<file path="config.mk">
export PLATFORM = sky130hd
export DESIGN_NAME = ace_ccu_snoop_responder
export DESIGN_NICKNAME = d
export VERILOG_FILES = /design/src/rtl/ace_ccu_snoop_responder.sv
export SDC_FILE = /design/constraint.sdc
export NUM_CORES = 1
export LEC_CHECK = 0
export CAP_MARGIN = 0
export CORE_AREA = 2 2 136 138
export CTS_CLUSTER_SIZE = 8
export DETAILED_ROUTE_END_ITERATION = 10
export DIE_AREA = 0 0 138 140
export PLACE_DENSITY = 0.81
export SYNTH_ARGS = -nofsm -noshare
export SYNTH_HDL_FRONTEND = slang
export SYNTH_SLANG_ARGS = --single-unit
export TNS_END_PERCENT = 10
</file>
<file path="constraint.sdc">
create_clock -name clk_i -period 3.1 [get_ports clk_i]
set_input_delay 0.465 -clock clk_i [delete_from_list [all_inputs] [get_ports clk_i]]
set_output_delay 0.465 -clock clk_i [all_outputs]
set_load 0.01 [all_outputs]
</file>
<file path="src/rtl/ace_ccu_snoop_responder.sv">
// rtl/ace_ccu_snoop_responder.sv - ACE snoop-channel responder for a cached master
// Purpose: accepts AC snoops, does a one-cycle tag lookup, answers on CR,
// streams the line on CD when data is transferred, then updates the line state.
// Ports:
//   clk_i, rst_ni                         clock, async active-low reset
//   ac_valid_i/ac_ready_o/ac_addr_i/ac_snoop_i   snoop request channel
//   cr_valid_o/cr_ready_i/cr_resp_o       snoop response {WU,IS,PD,Err,DT}
//   cd_valid_o/cd_ready_i/cd_data_o/cd_last_o    snoop data channel
//   lu_req_o/lu_addr_o/lu_hit_i/lu_unique_i/lu_dirty_i   tag lookup port
//   rd_req_o/rd_beat_o/rd_data_i          line data read port
//   upd_valid_o/upd_addr_o/upd_inval_o/upd_unique_o      line state update
module ace_ccu_snoop_responder #(
    parameter int AddrWidth = 64,
    parameter int DataWidth = 64,
    parameter int LineBytes = 64,
    localparam int Beats = (LineBytes * 8) / DataWidth,
    localparam int BeatW = (Beats > 1) ? $clog2(Beats) : 1
) (
    input  logic                 clk_i,
    input  logic                 rst_ni,
    input  logic                 ac_valid_i,
    output logic                 ac_ready_o,
    input  logic [AddrWidth-1:0] ac_addr_i,
    input  logic [3:0]           ac_snoop_i,
    output logic                 cr_valid_o,
    input  logic                 cr_ready_i,
    output logic [4:0]           cr_resp_o,
    output logic                 cd_valid_o,
    input  logic                 cd_ready_i,
    output logic [DataWidth-1:0] cd_data_o,
    output logic                 cd_last_o,
    output logic                 lu_req_o,
    output logic [AddrWidth-1:0] lu_addr_o,
    input  logic                 lu_hit_i,
    input  logic                 lu_unique_i,
    input  logic                 lu_dirty_i,
    output logic                 rd_req_o,
    output logic [BeatW-1:0]     rd_beat_o,
    input  logic [DataWidth-1:0] rd_data_i,
    output logic                 upd_valid_o,
    output logic [AddrWidth-1:0] upd_addr_o,
    output logic                 upd_inval_o,
    output logic                 upd_unique_o
);

    typedef enum logic [2:0] {
        S_IDLE, S_LOOKUP, S_DECIDE, S_CR, S_RD, S_CD, S_UPD
    } state_e;

    localparam logic [AddrWidth-1:0] OffMask  = AddrWidth'(LineBytes - 1);
    localparam logic [BeatW-1:0]     LastBeat = BeatW'(Beats - 1);

    state_e               state_q, state_d;
    logic [AddrWidth-1:0] addr_q, addr_d;
    logic [3:0]           snoop_q, snoop_d;
    logic [4:0]           resp_q, resp_d;
    logic                 need_data_q, need_data_d;
    logic                 need_upd_q, need_upd_d;
    logic                 inval_q, inval_d;
    logic                 unique_q, unique_d;
    logic [BeatW-1:0]     beat_q, beat_d;
    logic [DataWidth-1:0] data_q, data_d;
    logic                 held_q, held_d;

    logic dec_known, dec_dt, dec_is, dec_pd, dec_upd, dec_inval, dec_unique;
    logic is_last;

    // Response/update decode from the snoop type and the lookup result.
    always_comb begin
        dec_known  = 1'b0;
        dec_dt     = 1'b0;
        dec_is     = 1'b0;
        dec_pd     = 1'b0;
        dec_upd    = 1'b0;
        dec_inval  = 1'b0;
        dec_unique = 1'b0;
        if (lu_hit_i) begin
            case (snoop_q)
                4'b0000: begin
                    dec_known = 1'b1; dec_dt = 1'b1; dec_is = 1'b1;
                end
                4'b0001, 4'b0010, 4'b0011: begin
                    dec_known = 1'b1; dec_dt = 1'b1; dec_is = 1'b1;
                    dec_pd = lu_dirty_i; dec_upd = 1'b1;
                end
                4'b0111: begin
                    dec_known = 1'b1; dec_dt = 1'b1; dec_pd = lu_dirty_i;
                    dec_upd = 1'b1; dec_inval = 1'b1;
                end
                4'b1000: begin
                    // Clean-only: data and update are needed only for a dirty line.
                    dec_known = 1'b1; dec_dt = lu_dirty_i; dec_is = 1'b1;
                    dec_pd = lu_dirty_i; dec_upd = lu_dirty_i; dec_unique = lu_unique_i;
                end
                4'b1001: begin
                    dec_known = 1'b1; dec_dt = lu_dirty_i; dec_pd = lu_dirty_i;
                    dec_upd = 1'b1; dec_inval = 1'b1;
                end
                4'b1101: begin
                    dec_known = 1'b1; dec_upd = 1'b1; dec_inval = 1'b1;
                end
                default: ;
            endcase
        end
    end

    assign is_last = (beat_q == LastBeat);

    always_comb begin
        state_d     = state_q;
        addr_d      = addr_q;
        snoop_d     = snoop_q;
        resp_d      = resp_q;
        need_data_d = need_data_q;
        need_upd_d  = need_upd_q;
        inval_d     = inval_q;
        unique_d    = unique_q;
        beat_d      = beat_q;
        data_d      = data_q;
        held_d      = held_q;
        case (state_q)
            S_IDLE: begin
                if (ac_valid_i) begin
                    addr_d  = ac_addr_i & ~OffMask;
                    snoop_d = ac_snoop_i;
                    state_d = S_LOOKUP;
                end
            end
            S_LOOKUP: state_d = S_DECIDE;
            S_DECIDE: begin
                resp_d      = {dec_known & lu_unique_i, dec_is, dec_pd, 1'b0, dec_dt};
                need_data_d = dec_dt;
                need_upd_d  = dec_upd;
                inval_d     = dec_inval;
                unique_d    = dec_unique;
                beat_d      = '0;
                state_d     = S_CR;
            end
            S_CR: begin
                if (cr_ready_i) begin
                    if (need_data_q)     state_d = S_RD;
                    else if (need_upd_q) state_d = S_UPD;
                    else                 state_d = S_IDLE;
                end
            end
            S_RD: begin
                held_d  = 1'b0;
                state_d = S_CD;
            end
            S_CD: begin
                // Read data is only valid in the first CD cycle; hold it after that.
                if (!held_q) begin
                    data_d = rd_data_i;
                    held_d = 1'b1;
                end
                if (cd_ready_i) begin
                    if (is_last) begin
                        beat_d  = '0;
                        state_d = need_upd_q ? S_UPD : S_IDLE;
                    end else begin
                        beat_d  = beat_q + BeatW'(1);
                        state_d = S_RD;
                    end
                end
            end
            S_UPD:   state_d = S_IDLE;
            default: state_d = S_IDLE;
        endcase
    end

    always_ff @(posedge clk_i or negedge rst_ni) begin
        if (!rst_ni) begin
            state_q     <= S_IDLE;
            addr_q      <= '0;
            snoop_q     <= '0;
            resp_q      <= '0;
            need_data_q <= 1'b0;
            need_upd_q  <= 1'b0;
            inval_q     <= 1'b0;
            unique_q    <= 1'b0;
            beat_q      <= '0;
            data_q      <= '0;
            held_q      <= 1'b0;
        end else begin
            state_q     <= state_d;
            addr_q      <= addr_d;
            snoop_q     <= snoop_d;
            resp_q      <= resp_d;
            need_data_q <= need_data_d;
            need_upd_q  <= need_upd_d;
            inval_q     <= inval_d;
            unique_q    <= unique_d;
            beat_q      <= beat_d;
            data_q      <= data_d;
            held_q      <= held_d;
        end
    end

    assign ac_ready_o   = (state_q == S_IDLE);
    assign lu_req_o     = (state_q == S_LOOKUP);
    assign lu_addr_o    = addr_q;
    assign cr_valid_o   = (state_q == S_CR);
    assign cr_resp_o    = resp_q;
    assign rd_req_o     = (state_q == S_RD);
    assign rd_beat_o    = beat_q;
    assign cd_valid_o   = (state_q == S_CD);
    assign cd_data_o    = held_q ? data_q : rd_data_i;
    assign cd_last_o    = (state_q == S_CD) && is_last;
    assign upd_valid_o  = (state_q == S_UPD);
    assign upd_addr_o   = addr_q;
    assign upd_inval_o  = inval_q;
    assign upd_unique_o = unique_q;

endmodule

</file>
Word-level counts from Yosys, hierarchy flattened. Cells that the tools add are included.

Flip-flop bits (word level): 141. Input bits: 140. Output and inout bits: 209. Word-level logic and storage cells: 71.

$add $sub $neg: 1. Equal/unequal tests: 17. Multiplexer cells: 26. Bitwise logic cells: 1. Reductions and logical operators: 15.

Operators with widths (number): 2-to-1 mux 64 bit (1); 2-to-1 mux 3 bit (8); one-hot mux 3 bit (6 select lines) (1); == test 3 bit, second input constant (4); == test 4 bit, second input constant (3); 2-to-1 mux 1 bit (12); OR reduction 6 bit (2); OR reduction 5 bit (2); == test 4 x 2 -> 1 bit, second input constant (2); OR reduction 8 bit (1); == test 3 x 2 -> 1 bit, second input constant (2); one-hot mux 1 bit (2 select lines) (3); one-hot mux 3 bit (2 select lines) (1); == test 4 x 1 -> 1 bit, second input constant (1); == test 4 x 3 -> 1 bit, second input constant (1); zero test 4 bit (1); inequality test 2 x 1 -> 1 bit, second input constant (2); AND reduction 2 bit (2); nonzero test 2 bit (2); adder 3 x 1 -> 3 bit, second input constant (1); == test 3 x 1 -> 1 bit, second input constant (1); zero test 3 bit (1); AND reduction 3 bit (1); OR reduction 3 bit (1); 4 further kinds (4).

Logic depth before layout (Yosys ltp). Gate-level depths: netlist of the first run.

Depth in word-level cells: 5. Mapped depth: 8. Mapped depth without buffers: 6.

Least setup slack after synthesis of the first run. No wires, ideal clock.

Path kind: flip-flop to flip-flop. Start: register state_q[0]. End: register addr_q[10] (netlist: lu_addr_o[10]). Library setup time: 0.127 ns. Arrival: 1.471 ns. Data required time: 2.973 ns. Slack: 1.501 ns. Stages on the path, launching flop included: 6. Buffers on the path: 2. Path through: dfrtp_1 > nor3_2 > and2_1 > buf_4 > buf_6 > mux2_1.

Word-level cells in the longest chain between the ends: 2.

Ends and longest elaborated chain: start: declaration (line 53) `state_e state_q, state_d;`; start signal: assignment (line 185) `state_q <= state_d;`; zero test 3 bit; named net ac_ready_o (line 22) `output logic ac_ready_o,`; AND reduction 2 bit (no line); end signal: assignment (line 186) `addr_q <= addr_d;`; end: declaration (line 54) `logic [AddrWidth-1:0] addr_q, addr_d;`.

The timed path passes the listed nets, and every way through them passes these cells. A chain may end at the register's enable or synchronous reset.

Worst setup path in the final report of the first run.
Start: register state_q[0]. End: output cd_last_o.

Word-level cells in the longest chain between the ends: 2.

Ends and longest elaborated chain: == test 3 bit (line 208) `assign cd_last_o = (state_q == S_CD) && is_last;`; logical AND 1 bit (line 208); end: declaration (line 31) `output logic cd_last_o,`.

Every way passes these cells.

==> results.txt, run 1 <==
Req. time, crit path: 2.63 ns
outcome: finished clean
CTS sink cnt: 140
slowest stage cell, crit path: dfrtp_1
Post-synth top cells: nand2_1, dfrtp_1, buf_4
Detail Placement HPWL: 13,500 microns
Period minus WS final: 2.64 ns
Initial DRC Count: 247
routed len/inst: 16.0 microns
top-count cell post-synth: nand2_1
flops & latches, synth: 140
Async SR Flop Fraction: 1.00
Gate Count Post-Synth: 652
Post-synth EDFFs: 0
final period utilization: 0.852
die area: 19,300 sq um
Placement Setup Slack: 0.903 ns
P&R area growth vs syn: 51.6%
share of cells above drive strength 1: 0.127
Placement Rows: 49
synthesized area: 6890 sq um
# H-tree levels: 4
latest clock arrival within the worst-skew pair: 0.42 ns
# IOs: 349
GRT Total Usage: 0.187
RSZ-0062 raised after global routing: false
root buf cell: clkbuf_16
post-route setup TNS: 0 ns
Global Route met1 Usage: 0.231
first-pass GRT wire length: 28,700 microns
Vias/cell: 4.70
Slew Limit Headroom: 0.511
via count: 5,422
Cell variety after synth: 40
GRT Residual Overflow: 0
Die X: 138 microns
crit path DAT: 2.18 ns
CP endpoint kind: output pin
grt met3 use: 0.0544
final core area utilization: 0.588
R2R Path Start: state_q[0]
MaxCap Viol Count: 0
post-CTS setup buffers: 0
Reg clk slew, reported paths: 0.07 ns
GR peak layer: met2
Lkg Pwr: 4.53 nW
hold-fix buffers at CTS: 0
Pre-Repair DR Iteration Count: 4
critical path class: flip-flop to output pin
Port Buffers: 329
Final Worst Setup Slack: 0.459 ns
VDD IR max: 615 uV
Seq/Total Area, Yosys: 0.508
CTS Buf Count: 17
Hold Violations, Final: 0
startpoint class of the critical path: flip-flop
largest area contributor in the netlist: dfrtp_1
critical-path cell list: nand3_2 -> inv_2 -> and2_1 -> clkdlybuf4s50_1
worst hold path type: input port to async pin
R2R setup slack: 1.23 ns
total power: 10.6 mW
GPL Wtd Cong: 0.809
initial antenna violation count: 0
Die Height: 140 microns
synth top area cells: dfrtp_1, nand2_1, mux2_2
Max Buffers Root-to-Sink: 2
Synth Flop Type: dfrtp_1
PD cells: 1010 nW/um^2
worst reg2reg path depth: 5
Synth Area per Inst: 10.6 sq um
largest net degree at the start of global routing: 77
core area: 17,800 sq um
ANT cells: 0
Ys Warns: 0
Post-route DRC: 0
# setup viols final: 0
CP peak stage delay: 0.61 ns
worst-margin pin slew: 0.733 ns
post-cts resize count: 0
CTS tree: built
fmax: 379 MHz
Yosys top cell area share: 0.508
Final #Nets: 1,053
skew final: 0.0107 ns
vias in the first global route: 5,338
antenna-violating nets left: 0
worst r2r dst: data_q[4]
final max-slew violation count: 0
critical path peak fanout: 19
# fillers: 1,521
grt met2 use: 0.317
Initial Util: 0.388
final wirelength: 18,500 microns
## routing by layer
| metal | up-vias | routed length [microns] |
|---|---|---|
| met5 | - | 0 |
| met2 | 161 | 9350 |
| met4 | 0 | 348 |
| met3 | 24 | 950 |
| li1 | 2563 | - |
| met1 | 2674 | 7810 |
## power breakdown
group,leakage (nW),internal (mW),total [mW],switching (mW)
Sequential,1.67,2.73,3.42,0.691
Clock,0.283,1.15,2.04,0.894
Combinational,2.58,3.02,5.08,2.07
Total,4.53,6.90,10.6,3.65
## state kept, by name (all words and copies together), names as in the netlist
signal and count:
upd_unique_o 1, rd_beat_o 3, data_q 64, cr_resp_o 4, need_upd_q 1, upd_inval_o 1, state_q 3, snoop_q 4
lu_addr_o 58, held_q 1
## placed cells by master, fill, tap and decap left out, types with 3 or more instances in the layout
cell type and count:
o21ai_1 7, nand3_2 4, a21oi_1 5, clkinvlp_4 3
clkbuf_16 17, nand3_1 4, inv_8 6, nor2_1 4
mux2_2 68, buf_12 4, inv_1 6, clkdlybuf4s50_1 328
nand2_1 209, o21ai_0 11, conb_1 13, mux2_1 58
dfrtp_1 139, buf_4 3, inv_6 5
## cell families after synthesis
family | count (synthesis) | share of synthesized area
and+or+nand+nor | 232 | 0.135
buffers and inverters | 116 | 0.116
AOI/OAI and AO/OA | 35 | 0.0307
other | 1 | 0.000544
muxes | 126 | 0.206
DFF | 140 | 0.508
adders and majority gates | 2 | 0.00363
## final cells by class
type                       count  area (sq um)  area share
multi-input combinational    408          2640       0.253
inverter                       8          32.5     0.00311
clock inverter                15           164      0.0157
timing repair buffer         336          3400       0.325
tap                          229           287      0.0274
clock buffer                  17           425      0.0407
sequential                   140          3500       0.335
## worst max-delay path, delay by kind of cell, from the launching register on
kind,cells,cell delay (ns)
flip-flops,1,0.61
AND/OR/NAND/NOR,2,0.32
buffers and inverters,2,0.82
## metrics by stage
| stage | instance area, sq um | instances | hold WS (ns) |
|---|---|---|---|
| 5_1_grt | 10400 | 1153 | 0.107 |
| 6_report | 10400 | 1153 | 0.0471 |
| 2_1_floorplan | 6940 | 664 | 0.169 |
| 3_5_place_dp | 9860 | 1121 | 0.456 |
| 4_1_cts | 10400 | 1153 | 0.0837 |
| 3_3_place_gp | 9860 | 1121 | 0.451 |
## worst max-delay path by stage
stage	from	to	slack, ns	cells after the start
6_report	state_q[0]	cd_last_o	0.46	4
3_5_place_dp	state_q[0]	cd_last_o	0.90	4
3_3_place_gp	state_q[0]	cd_last_o	0.92	4
5_1_grt	state_q[0]	cd_last_o	0.25	4
4_1_cts	state_q[0]	cd_last_o	0.42	4
2_1_floorplan	state_q[0]	lu_addr_o[10]	1.50	5
(Power assumes the default switching activity.)
==> inputs of run 2 (changes only) <==
==> constraint.sdc (replaced) <==
create_clock -name clk_i -period 3.1 [get_ports clk_i]
set_input_delay 0.31 -clock clk_i [delete_from_list [all_inputs] [get_ports clk_i]]
set_output_delay 0.31 -clock clk_i [all_outputs]
set_load 0.01 [all_outputs]
==> results.txt, run 2 (synthesis results as in run 1) <==
final period utilization: 0.819
Period minus WS final: 2.54 ns
VDD IR max: 593 uV
Hold Violations, Final: 0
CTS Buf Count: 17
largest net degree at the start of global routing: 72
Die X: 138 microns
CTS sink cnt: 140
die area: 19,300 sq um
Slew Limit Headroom: 0.511
GRT Residual Overflow: 0
non-filler cells, final: 1,154
initial antenna violation count: 0
most frequent cells in the layout: clkdlybuf4s50_1, nand2_1, dfrtp_1
ANT cells: 0
via count: 5,398
Post-route DRC: 0
share of cells above drive strength 1: 0.126
crit path DAT: 2.23 ns
Biggest register: data_q
Req. time, crit path: 2.79 ns
Pre-Repair DR Iteration Count: 4
critical-path cell list: buf_4 -> mux2_2 -> clkdlybuf4s50_1
slowest stage cell, crit path: clkdlybuf4s50_1
Initial DRC Count: 248
RSZ-0062 raised after global routing: false
Crit path buffers/inverters: 2
latest clock arrival within the worst-skew pair: 0.41 ns
final core area utilization: 0.591
# H-tree levels: 4
post-cts resize count: 0
Placement Setup Slack: 0.993 ns
Die Height: 140 microns
critical path peak fanout: 47
post-route setup TNS: 0 ns
final max-slew violation count: 0
worst hold path type: input port to async pin
first-pass GRT wire length: 29,900 microns
final wirelength: 18,900 microns
outcome: finished clean
Reg clk slew, reported paths: 0.06 ns
worst hold slack: 0.461 ns
# IOs: 349
antenna-violating nets left: 0
Initial Util: 0.388
core area: 17,800 sq um
GPL Wtd Cong: 0.826
routed len/inst: 16.4 microns
CP peak stage delay: 0.53 ns
placed cells: 1,121
max reg flops: 64
root buf cell: clkbuf_16
CTS tree: built
Vias/cell: 4.68
Final #Nets: 1,054
PD cells: 1020 nW/um^2
most common cell after layout, fill and taps aside: clkdlybuf4s50_1
Detail Placement HPWL: 13,700 microns
Crit path max-delay family: buffers and inverters
Port Buffers: 329
Placement Rows: 49
skew final: 0.00797 ns
Lkg Pwr: 4.56 nW
worst-margin pin slew: 0.733 ns
CP endpoint kind: output pin
startpoint class of the critical path: flip-flop
critical path class: flip-flop to output pin
MaxCap Viol Count: 0
fmax: 394 MHz
GRT Total Usage: 0.195
P&R area growth vs syn: 52.4%
vias in the first global route: 5,466
Max Buffers Root-to-Sink: 2
Final Worst Setup Slack: 0.560 ns
# setup viols final: 0
run 2: cell count changes in the layout (fill, tap and decap cells not counted):
cell,previous run,this run
bufinv_16,1,5
dlygate4sd3_1,0,1
clkinv_4,0,5
inv_8,6,0
buf_12,4,2
clkinvlp_4,3,2
buf_4,3,5
inv_6,5,3
run 2: per-layer routing:
layer / wire length (microns) / track usage / vias to the layer above
met2: 9780 / 0.328 / 165
met1: 7790 / 0.242 / 2624
met5: 0 / 0 / -
li1: - / - / 2577
met3: 859 / 0.0485 / 32
met4: 507 / 0.0789 / 0
run 2: what timing repair did:
item,CTS,global route
hold endpoints to repair,69,0
buffers inserted,0,0
hold buffers,1,0
run 2: cell type report:
class                           count  area, sq um
Tap cell                          229          287
Clock inverter                     15          235
Timing Repair Buffer              337         3380
Fill cell                        1500         7270
Inverter                            8         32.5
Sequential cell                   140         3500
Clock buffer                       17          425
Multi-Input combinational cell    408         2640
run 2: worst register-to-register path, stage by stage, from the launching register on:
cell and delay [ns]:
dfrtp_1 0.61, nand3_2 0.15, inv_2 0.27, buf_4 0.54, nand2_1 0.15, nand2_1 0.09
run 2: power by group:
| part | internal [mW] | switching, mW |
|---|---|---|
| Sequential | 2.74 | 0.678 |
| Combinational | 2.99 | 2.09 |
| Clock | 1.44 | 0.808 |
| Total | 7.17 | 3.58 |
run 2: final timing paths:
path | from | slack [ns] | end | cells after the start
max in group asynchronous | rst_ni | 1.83 | data_q[45] | 3
hold reg to reg | data_q[14] | 0.47 | data_q[14] | 2
setup reg to reg | state_q[0] | 1.23 | data_q[23] | 5
hold / removal | rst_ni | 0.46 | lu_addr_o[10] | 2
min in group clk_i | ac_snoop_i[2] | 0.46 | snoop_q[2] | 3
setup / recovery | held_q | 0.56 | cd_data_o[32] | 3
run 2: metrics by stage:
stage / power [mW] / cell area [sq um]
floorplan: 6.18 / 6940
global placement: 8.42 / 9830
detailed placement: 8.56 / 9830
CTS: 10.9 / 10500
global route: 11.4 / 10500
finish: 10.8 / 10500
==> inputs of run 3 (changes only) <==
--- a/config.mk
+++ b/config.mk
@@ -6,11 +6,11 @@
 export NUM_CORES = 1
 export LEC_CHECK = 0
 export CAP_MARGIN = 0
-export CORE_AREA = 2 2 136 138
+export CORE_AREA = 2 2 137 139
 export CTS_CLUSTER_SIZE = 8
 export DETAILED_ROUTE_END_ITERATION = 10
-export DIE_AREA = 0 0 138 140
-export PLACE_DENSITY = 0.81
+export DIE_AREA = 0 0 139 141
+export PLACE_DENSITY = 0.8
 export SYNTH_ARGS = -nofsm -noshare
 export SYNTH_HDL_FRONTEND = slang
 export SYNTH_SLANG_ARGS = --single-unit
==> constraint.sdc (replaced) <==
create_clock -name clk_i -period 2.48 [get_ports clk_i]
set_input_delay 0.248 -clock clk_i [delete_from_list [all_inputs] [get_ports clk_i]]
set_output_delay 0.248 -clock clk_i [all_outputs]
set_load 0.01 [all_outputs]
==> results.txt, run 3 (synthesis results as in run 1) <==
outcome: finished clean
# H-tree levels: 4
post-CTS setup buffers: 0
R2R Path Start: state_q[1]
routed len/inst: 15.9 microns
total power: 13.4 mW
skew final: 0.00594 ns
RSZ-0062 raised after global routing: false
Hold Violations, Final: 0
Seq pwr share: 0.324
Initial DRC Count: 147
CP endpoint kind: output pin
MaxCap Viol Count: 0
Placement Rows: 50
net load switching power: 4.41 mW
worst hold path type: input port to async pin
CTS Buf Count: 17
Biggest register: data_q
GRT Total Usage: 0.187
Area after DPL: 9890 sq um
initial antenna violation count: 0
crit path DAT: 2.10 ns
CTS sink cnt: 140
Lkg Pwr: 4.57 nW
vias in the first global route: 5,358
die area: 19,600 sq um
Reg clk slew, reported paths: 0.06 ns
Post-route DRC: 0
most common cell after layout, fill and taps aside: clkdlybuf4s50_1
Comb power frac: 0.475
Req. time, crit path: 2.23 ns
Die X: 139 microns
launch point of the critical path: state_q[1]
max reg flops: 64
ANT cells: 0
Final #Nets: 1,055
Period minus WS final: 2.35 ns
worst-margin pin slew: 0.711 ns
core area: 18,300 sq um
final max-slew violation count: 0
Clock power frac: 0.202
startpoint class of the critical path: flip-flop
Die Height: 141 microns
via count: 5,361
final wirelength: 18,500 microns
Initial Util: 0.377
Max Buffers Root-to-Sink: 2
PD cells: 1270 nW/um^2
most frequent cells in the layout: clkdlybuf4s50_1, nand2_1, dfrtp_1
Slew Limit Headroom: 0.526
share of cells above drive strength 1: 0.125
largest net degree at the start of global routing: 67
slowest stage cell, crit path: dfrtp_1
fmax: 425 MHz
# IOs: 349
latest clock arrival within the worst-skew pair: 0.41 ns
Vias/cell: 4.62
Detail Placement HPWL: 13,500 microns
CTS tree: built
CP peak stage delay: 0.57 ns
final instance area: 10,500 sq um
post-route setup TNS: 0 ns
Pint: 8.95 mW
non-filler cells, final: 1,160
critical path peak fanout: 17
VDD IR max: 845 uV
Pre-Repair DR Iteration Count: 4
critical path class: flip-flop to output pin
placed cells: 1,127
GRT Residual Overflow: 0
first-pass GRT wire length: 29,000 microns
# fillers: 1,566
switching share of power: 0.330
critical-path cell list: inv_4 -> nand3_2 -> clkinv_2 -> and2_1 -> clkdlybuf4s50_1
root buf cell: clkbuf_16
P&R area growth vs syn: 52.7%
final period utilization: 0.948
antenna-violating nets left: 0
# setup viols final: 0
GPL Wtd Cong: 0.786
Port Buffers: 329
run 3: cell types whose count changed in the layout (fill, tap and decap cells not counted), sizes merged:
cell,before,now
buf,8,9
bufinv,5,4
clkbuf,17,22
clkinv,5,6
clkinvlp,2,1
inv,11,7
run 3: layer usage:
layer,global-route usage,vias to the layer above,wire (microns)
li1,-,2573,-
met4,0.0564,0,325
met1,0.231,2611,7840
met5,0,-,0
met2,0.319,152,9390
met3,0.0523,25,906
run 3: worst paths after layout:
| path | endpoint | slack (ns) | depth (start not counted) |
|---|---|---|---|
| worst min-delay path | lu_addr_o[9] | 0.41 | 2 |
| max in group asynchronous | data_q[52] | 1.40 | 3 |
| worst max-delay path | cd_last_o | 0.13 | 5 |
| min in group clk_i | lu_addr_o[55] | 0.43 | 2 |
| worst max register to register | lu_addr_o[16] | 0.64 | 4 |
| worst min register to register | data_q[40] | 0.47 | 2 |
run 3: area by class of cell:
type	instances	area, sq um	share of cell area
Sequential cell	140	3510	0.333
Timing Repair Buffer	338	3430	0.325
Multi-Input combinational cell	408	2640	0.251
Clock buffer	22	464	0.0441
Tap cell	234	293	0.0278
Clock inverter	10	164	0.0156
Inverter	8	33.8	0.00321
run 3: what timing repair did:
item | in CTS | in global routing
hold endpoints to repair | 60 | 0
resized for setup | 0 | 3
hold buffers | 1 | 0
setup endpoints to repair | 0 | 6
run 3: metrics by stage:
stage	hold slack (ns)	utilization	setup slack, ns
finish	0.405	0.576	0.130
global route	0.419	0.576	0.000207
floorplan	-0.0476	-	0.881
detailed placement	0.286	0.541	0.497
global placement	0.283	0.541	0.514
CTS	0.410	0.576	0.0329
run 3: worst max-delay path: cells and delay by family (launching register included):
family,cells,cell delay [ns]
AND/OR/NAND/NOR,2,0.33
flip-flops,1,0.57
buffers and inverters,3,0.78
run 3: power groups by stage:
stage	clock network [mW]	registers [mW]	logic [mW]
floorplan	0	4.25	3.48
global placement	0	4.28	6.28
detailed placement	0	4.35	6.39
CTS	2.77	4.33	6.42
global route	2.87	4.50	6.80
finish	2.70	4.32	6.34
